$ cat src/rtl/endproperty_unit.sv
// Floating-point adder or multiplier on {sign, exponent, mantissa} operands.
// Round to nearest-even, saturate on overflow, flush denormals/underflow to zero.
module endproperty_unit #(
  parameter string OP     = "ADD",
  parameter int    EXP_W  = 8,
  parameter int    MANT_W = 23,
  parameter bit    PIPE   = 1'b0
) (
  input  logic                    clk_i,
  input  logic                    rst_i,
  input  logic [EXP_W+MANT_W:0]   a_i,
  input  logic [EXP_W+MANT_W:0]   b_i,
  output logic [EXP_W+MANT_W:0]   result_o
);

  localparam int M    = MANT_W + 1;      // mantissa incl. hidden bit
  localparam int IE   = EXP_W + 3;       // signed working exponent width
  localparam int BIAS = (1 << (EXP_W - 1)) - 1;

  localparam logic [EXP_W-1:0]        EMAX   = {{(EXP_W-1){1'b1}}, 1'b0};
  localparam logic signed [IE-1:0]    EMAX_S = $signed({3'b000, EMAX});
  localparam logic signed [IE-1:0]    BIAS_S = IE'(BIAS);
  localparam logic signed [IE-1:0]    ONE_S  = IE'(1);

  typedef struct packed {
    logic              s;
    logic [EXP_W-1:0]  e;
    logic [MANT_W-1:0] m;
  } flt_t;

  logic [EXP_W+MANT_W:0] result_d, result_q;

  // Denormals become signed zero; the all-ones exponent is read as max finite.
  function automatic flt_t sanitize(input flt_t x);
    flt_t y;
    y = x;
    if (x.e == '0) y.m = '0;
    else if (&x.e) begin
      y.e = EMAX;
      y.m = '1;
    end
    return y;
  endfunction

  function automatic flt_t round_pack(input logic s, input logic signed [IE-1:0] e,
                                      input logic [M-1:0] man, input logic g,
                                      input logic st);
    logic [M:0]               mr;
    logic signed [IE-1:0]     en;
    flt_t                     r;
    mr  = {1'b0, man} + {{M{1'b0}}, g & (st | man[0])};
    en  = e + {{(IE-1){1'b0}}, mr[M]};
    r.s = s;
    if (en > EMAX_S) begin
      r.e = EMAX;
      r.m = '1;
    end else if (en < ONE_S) begin
      r.e = '0;
      r.m = '0;
    end else begin
      r.e = en[EXP_W-1:0];
      r.m = mr[M] ? mr[M-1:1] : mr[M-2:0];
    end
    return r;
  endfunction

  function automatic int lzc(input logic [M+2:0] v);
    int n;
    n = M + 3;
    for (int i = 0; i <= M + 2; i++)
      if (v[i]) n = M + 2 - i;
    return n;
  endfunction

  function automatic flt_t fp_add(input flt_t a, input flt_t b);
    flt_t                    x, y, r;
    logic [EXP_W-1:0]        d;
    int                      dsh, lz;
    logic [2*(M+3)-1:0]      ext;
    logic [M+2:0]            xm, yal, norm;
    logic [M+3:0]            sum;
    logic signed [IE-1:0]    e;
    logic                    a_z, b_z;
    a_z = (a.e == '0);
    b_z = (b.e == '0);
    r   = '0;
    if (a_z && b_z) r.s = a.s & b.s;
    else if (a_z)   r = b;
    else if (b_z)   r = a;
    else begin
      if ({a.e, a.m} >= {b.e, b.m}) begin
        x = a; y = b;
      end else begin
        x = b; y = a;
      end
      d   = x.e - y.e;
      dsh = (int'(d) > M + 3) ? M + 3 : int'(d);
      // Upper half is the aligned operand; anything shifted below it is sticky.
      ext = {1'b1, y.m, 3'b000, {(M+3){1'b0}}} >> dsh;
      yal = {ext[2*M+5:M+4], ext[M+3] | (|ext[M+2:0])};
      xm  = {1'b1, x.m, 3'b000};
      sum = (x.s ^ y.s) ? ({1'b0, xm} - {1'b0, yal}) : ({1'b0, xm} + {1'b0, yal});
      if (sum == '0) r = '0;
      else begin
        if (sum[M+3]) begin
          norm = {sum[M+3:2], sum[1] | sum[0]};
          e    = $signed({3'b000, x.e}) + ONE_S;
        end else begin
          lz   = lzc(sum[M+2:0]);
          norm = sum[M+2:0] << lz;
          e    = $signed({3'b000, x.e}) - IE'(lz);
        end
        r = round_pack(x.s, e, norm[M+2:3], norm[2], norm[1] | norm[0]);
      end
    end
    return r;
  endfunction

  function automatic flt_t fp_mul(input flt_t a, input flt_t b);
    flt_t                    r;
    logic [2*M-1:0]          prod;
    logic signed [IE-1:0]    e;
    logic                    s;
    s = a.s ^ b.s;
    r = '0;
    if (a.e == '0 || b.e == '0) r.s = s;
    else begin
      prod = {{M{1'b0}}, 1'b1, a.m} * {{M{1'b0}}, 1'b1, b.m};
      e    = $signed({3'b000, a.e}) + $signed({3'b000, b.e}) - BIAS_S;
      if (prod[2*M-1])
        r = round_pack(s, e + ONE_S, prod[2*M-1:M], prod[M-1], |prod[M-2:0]);
      else
        r = round_pack(s, e, prod[2*M-2:M-1], prod[M-2], |prod[M-3:0]);
    end
    return r;
  endfunction

  generate
    if (OP == "MULT") begin : g_mul
      assign result_d = fp_mul(sanitize(flt_t'(a_i)), sanitize(flt_t'(b_i)));
    end else begin : g_add
      assign result_d = fp_add(sanitize(flt_t'(a_i)), sanitize(flt_t'(b_i)));
    end
  endgenerate

  always_ff @(posedge clk_i or posedge rst_i) begin
    if (rst_i) result_q <= '0;
    else       result_q <= result_d;
  end

  assign result_o = PIPE ? result_q : result_d;

endmodule

$ cat config.mk
export PLATFORM = sky130hd
export DESIGN_NAME = endproperty_unit
export DESIGN_NICKNAME = d
export VERILOG_FILES = /design/src/rtl/endproperty_unit.sv
export SDC_FILE = /design/constraint.sdc
export NUM_CORES = 1
export LEC_CHECK = 0
export CORE_MARGIN = 3
export CORE_UTILIZATION = 33
export DETAILED_ROUTE_END_ITERATION = 10
export PLACE_DENSITY_LB_ADDON = 0.15
export SLEW_MARGIN = 20
export SYNTH_ARGS = -nofsm -noshare
export SYNTH_HDL_FRONTEND = slang
export SYNTH_SLANG_ARGS = --single-unit
export TNS_END_PERCENT = 50
$ cat constraint.sdc
create_clock -name vclk -period 28
set_input_delay 5.6 -clock vclk [all_inputs]
set_output_delay 5.6 -clock vclk [all_outputs]
set_load 0.005 [all_outputs]
# After elaboration in Yosys (flattened, before gate mapping)
# Index checks and enable logic that the tools add are counted.
# op_classes
addsub,7
order_cmp,4
shift,2
muxes,66
n_bitwise,7
n_reduce_logical,9
# op_table
cell,n
2-to-1 mux 32 bit,42
2-to-1 mux 31 bit,5
2-to-1 mux 27 bit,5
2-to-1 mux 23 bit,3
2-to-1 mux 11 bit,5
>> shifter 54 x 8 -> 54 bit,1
logical NOT 8 bit,4
left shift 27 x 32 -> 27 bit,1
greater-or-equal comparator 31 bit,1
adder 27 x 27 -> 28 bit,1
logical NOT 28 bit,1
2-to-1 mux 28 bit,1
subtractor 27 x 27 -> 28 bit,1
OR reduction 27 bit,1
adder 24 x 1 -> 25 bit,1
2-to-1 mux 8 bit,3
AND reduction 8 bit,2
adder 11 x 1 -> 11 bit,1
> comparator 11 x 9 -> 1 bit (second input constant),1
less-than comparator 11 x 2 -> 1 bit (second input constant),1
subtractor 9 x 11 -> 11 bit,1
adder 8 x 1 -> 9 bit (second input constant),1
> comparator 8 x 5 -> 1 bit (second input constant),1
subtractor 8 bit,1
5 further kinds,10
# word_totals
reg_bits,0
inputBits,66
output_inout_bits,32
word_cells,95

# Logic depth before layout (Yosys ltp)
# depth
ltp_word,66
ltp_mapped,85
depth_no_buf,75

# Worst setup path before layout
# OpenSTA, ideal clock, no wires.
# synth_timing
path_type,in2out
start,in a_i[24]
end,out result_o[15]
arrival_time_ps,21745
t_required_ps,22400
setup_slack_ps,655
stages,77
path_buffers,15
cell_sequence,clkbuf_1 > nor4_1 > and2_1 > clkbuf_1 > buf_1 > nor2_1 > ha_1 > nand4_1 > nor4_4 > nand4_1 > and3_1 > buf_2 > nand2_1 > clkbuf_1 > clkbuf_1 > clkbuf_1 > clkbuf_1 > a21oi_1 > [... 41 more ...] > and3b_1 > nand4b_1 > or2_2 > inv_1 > ha_1 > and3_1 > and3_1 > o21ai_0 > nor3_1 > nand3b_1 > o21a_1 > o21ai_0 > and3b_1 > a21oi_1 > clkbuf_1 > clkbuf_1 > o221a_2 > a21oi_1
# synth_via
elab_chain_cells,66
elab_cells_between_ends,87
cone_classes,add/sub (7); order compare (4); shift (2); mux (62); bitwise (6); reduce/logical (6)
# synth_rtl
item,line_no,source
from (decl),11,"input logic [EXP_W+MANT_W:0] a_i,"
AND reduction 8 bit,38,else if (&x.e) begin
2-to-1 mux 31 bit,38,
2-to-1 mux 23 bit or 2-to-1 mux 8 bit (tied branches),37,if (x.e == '0) y.m = '0;
greater-or-equal comparator 31 bit,91,"if ({a.e, a.m} >= {b.e, b.m}) begin"
2-to-1 mux 32 bit,91,
2-to-1 mux 32 bit,89,else if (b_z) r = a;
2-to-1 mux 32 bit,88,else if (a_z) r = b;
2-to-1 mux 32 bit,87,if (a_z && b_z) r.s = a.s & b.s;
[... 50 more ...],n/a,
adder 11 x 1 -> 11 bit,52,"en = e + {{(IE-1){1'b0}}, mr[M]};"
less-than comparator 11 x 2 -> 1 bit,57,end else if (en < ONE_S) begin
2-to-1 mux 31 bit,57,
2-to-1 mux 31 bit,54,if (en > EMAX_S) begin
2-to-1 mux 32 bit,103,if (sum == '0) r = '0;
2-to-1 mux 32 bit,89,
2-to-1 mux 32 bit,88,
2-to-1 mux 31 bit *,87,
to (decl),13,output logic [EXP_W+MANT_W:0] result_o
# Every way passes the cells marked *; elsewhere a longest branch is shown, timed or not. The select of a mux whose other input is x is not followed.

# Worst setup path after layout
# layout_timing
start,in a_i[24]
end,out result_o[7]
# Same word-level chain as after synthesis.

==> key figures <==
Setup path
  – CP required: 22400 ps
  – CP delay by family, top: compound AO/OA/AOI/OAI gates
  – Crit path max fanout: 19
  – Worst Setup Start Kind: input pin
  – Max stage delay cell, worst path: or4_4
  – Worst EP arrival: 21630 ps
  – Worst path bufs/invs: 12
  – Slowest cell delay on critical path: 600 ps
  – Nature of the critical path endpoint: primary output
  – CP Class: input pin to primary output

STA
  – Hold_ws: 12040 ps
  – Worst-Margin Slew: 1010 ps
  – Final worst-path cycle share: 0.972
  – Max Fclk: 36.7 MHz
  – Final hold violations: 0
  – Final setup violating endpoints: 0
  – Shortest period the worst path allows: 27230 ps
  – Final Max Tran Viols: 0
  – Slew headroom: 0.322

Route
  – Iteration count of the initial detailed-routing pass: 6
  – Final ANT Viol Nets: 0
  – Drt drc: 0
  – Vias/cell: 6.55
  – Drt total wl: 74300 µm
  – Routed WL per cell: 27.1 µm
  – Vias: 18000
  – DRT iter0 DRCs: 1967

Finish
  – Seq cells: 0
  – Clkbuf count: 0
  – Layout Nets: 2392
  – P&R area growth vs syn: 21.4%
  – FF+latch area: 0 µm²
  – Ant diodes: 0
  – Share of layout cells above drive strength 1: 0.144

Power and ir drop
  – P_leak: 6.40 nW
  – PwrDens: 53.3 nW/µm²
  – Total power: 0.839 mW
  – Max IR drop VDD: 0.0311 mV

Synthesis
  – Sequential fraction of the synthesis area: 0
  – Mapped Nets: 2260
  – Syn Std Cell Area: 13000 µm²
  – Post-synth top cells: 220 x nand2_1, 215 x nor2_1, 191 x o21ai_0, 170 x a21oi_1, 107 x inv_1
  – Area leader, netlist: ha_1
  – Yosys warns: 0
  – Dominant cell by count in the synthesized netlist: nand2_1
  – Yosys cell types: 103
  – Top cells by area, synth: ha_1 8.6%, o21ai_0 7.4%, a21oi_1 6.6%
  – Synth Instances: 2103
  – Syn avg cell area: 6.16 µm²
  – Top cell type's share of synthesized area: 0.0859

GRT
  – Initial antenna violation count: 2
  – Vias in the first global route: 16500
  – Largest net degree at the start of global routing: 75
  – All-Layer GR Usage: 0.334
  – First-pass GRT wire length: 107000 µm
  – Grt ovf: 0

Die
  – Row count: 71
  – Core Region: 38200 µm²
  – Ports: 98
  – Initial Utilization: 0.339
  – Die width: 204 µm
  – Die Area: 41700 µm²
  – Die height: 204 µm

Clock tree
  – Post-CTS Hold Buffers: 0

Placement
  – Gpl congestion: 1.03
  – Port bufs: 96
  – Dpl hpwl: 60900 µm

Run status
  – Status: complete, no violations

Min path
  – Hold Crit Class: input pin to primary output

Run
  – Max cap viols: 0
-- power breakdown --
group	internal, mW	total (mW)	switching (mW)	leakage, nW
Clock	0	0	0	0
Sequential	0	0	0	0
Combinational	0.313	0.839	0.525	6.40
Total	0.313	0.839	0.525	6.40
-- logic make-up after synthesis --
kind of cell | after synthesis | share of synthesized area
muxes | 91 | 0.0728
xor gates and xnor gates | 51 | 0.0345
AOI/OAI and AO/OA | 810 | 0.422
and+or+nand+nor | 807 | 0.302
buffers and inverters | 253 | 0.0793
adders and majority gates | 91 | 0.0890
-- final timing paths --
kind,cells past startpoint,slack [ps],from,endpoint
max,74,770,a_i[24],result_o[7]
min,4,12040,b_i[30],result_o[30]
-- layout make-up --
| class | count | area (µm²) |
|---|---|---|
| multi-input combinational | 1850 | 12300 |
| tap | 511 | 639 |
| timing repair buffer | 269 | 2380 |
| fill | 4188 | 22500 |
| inverter | 114 | 428 |
-- cell usage in the layout (no fill, tap or decap), types with 32 or more instances in the layout --
cell,netlist,routed
nand2_1,220,216
xnor2_1,43,43
nor3_1,57,53
a31oi_1,42,41
mux2i_1,65,62
inv_1,107,107
o211ai_1,44,44
ha_1,89,88
clkdlybuf4s50_1,0,87
a211oi_1,39,39
and3_1,32,32
nand3_1,100,98
buf_4,3,162
o21ai_0,191,178
a21oi_1,170,165
nor2_1,215,203
-- timing repair --
action / 4_1_cts / 5_1_grt
pin swaps: 0 / 15
setup endpoints to repair: 30 / 31
buffers inserted: 0 / 7
gates resized for setup: 8 / 89
gates cloned: 0 / 1
-- routing by layer --
layer	vias up	GRT usage	wire (µm)
li1	8208	-	-
met3	143	0.0427	6640
met4	2	0.0882	2820
met2	1003	0.532	32100
met5	-	0	11
met1	8620	0.474	32700
-- stage by stage --
| step | setup TNS (ps) | cells | utilization | area [µm²] | setup slack (ps) |
|---|---|---|---|---|---|
| global route | -67.9 | 2744 | 0.412 | 15700 | -26.4 |
| floorplan | 0 | 2103 | - | 13000 | 655 |
| detailed placement | -3840 | 2736 | 0.400 | 15300 | -243 |
| CTS | 0 | 2736 | 0.401 | 15300 | 63.7 |
| finish | 0 | 2744 | 0.412 | 15700 | 774 |
| global placement | -2560 | 2736 | 0.400 | 15300 | -194 |
No activity file was read; power rests on OpenSTA's default activity.
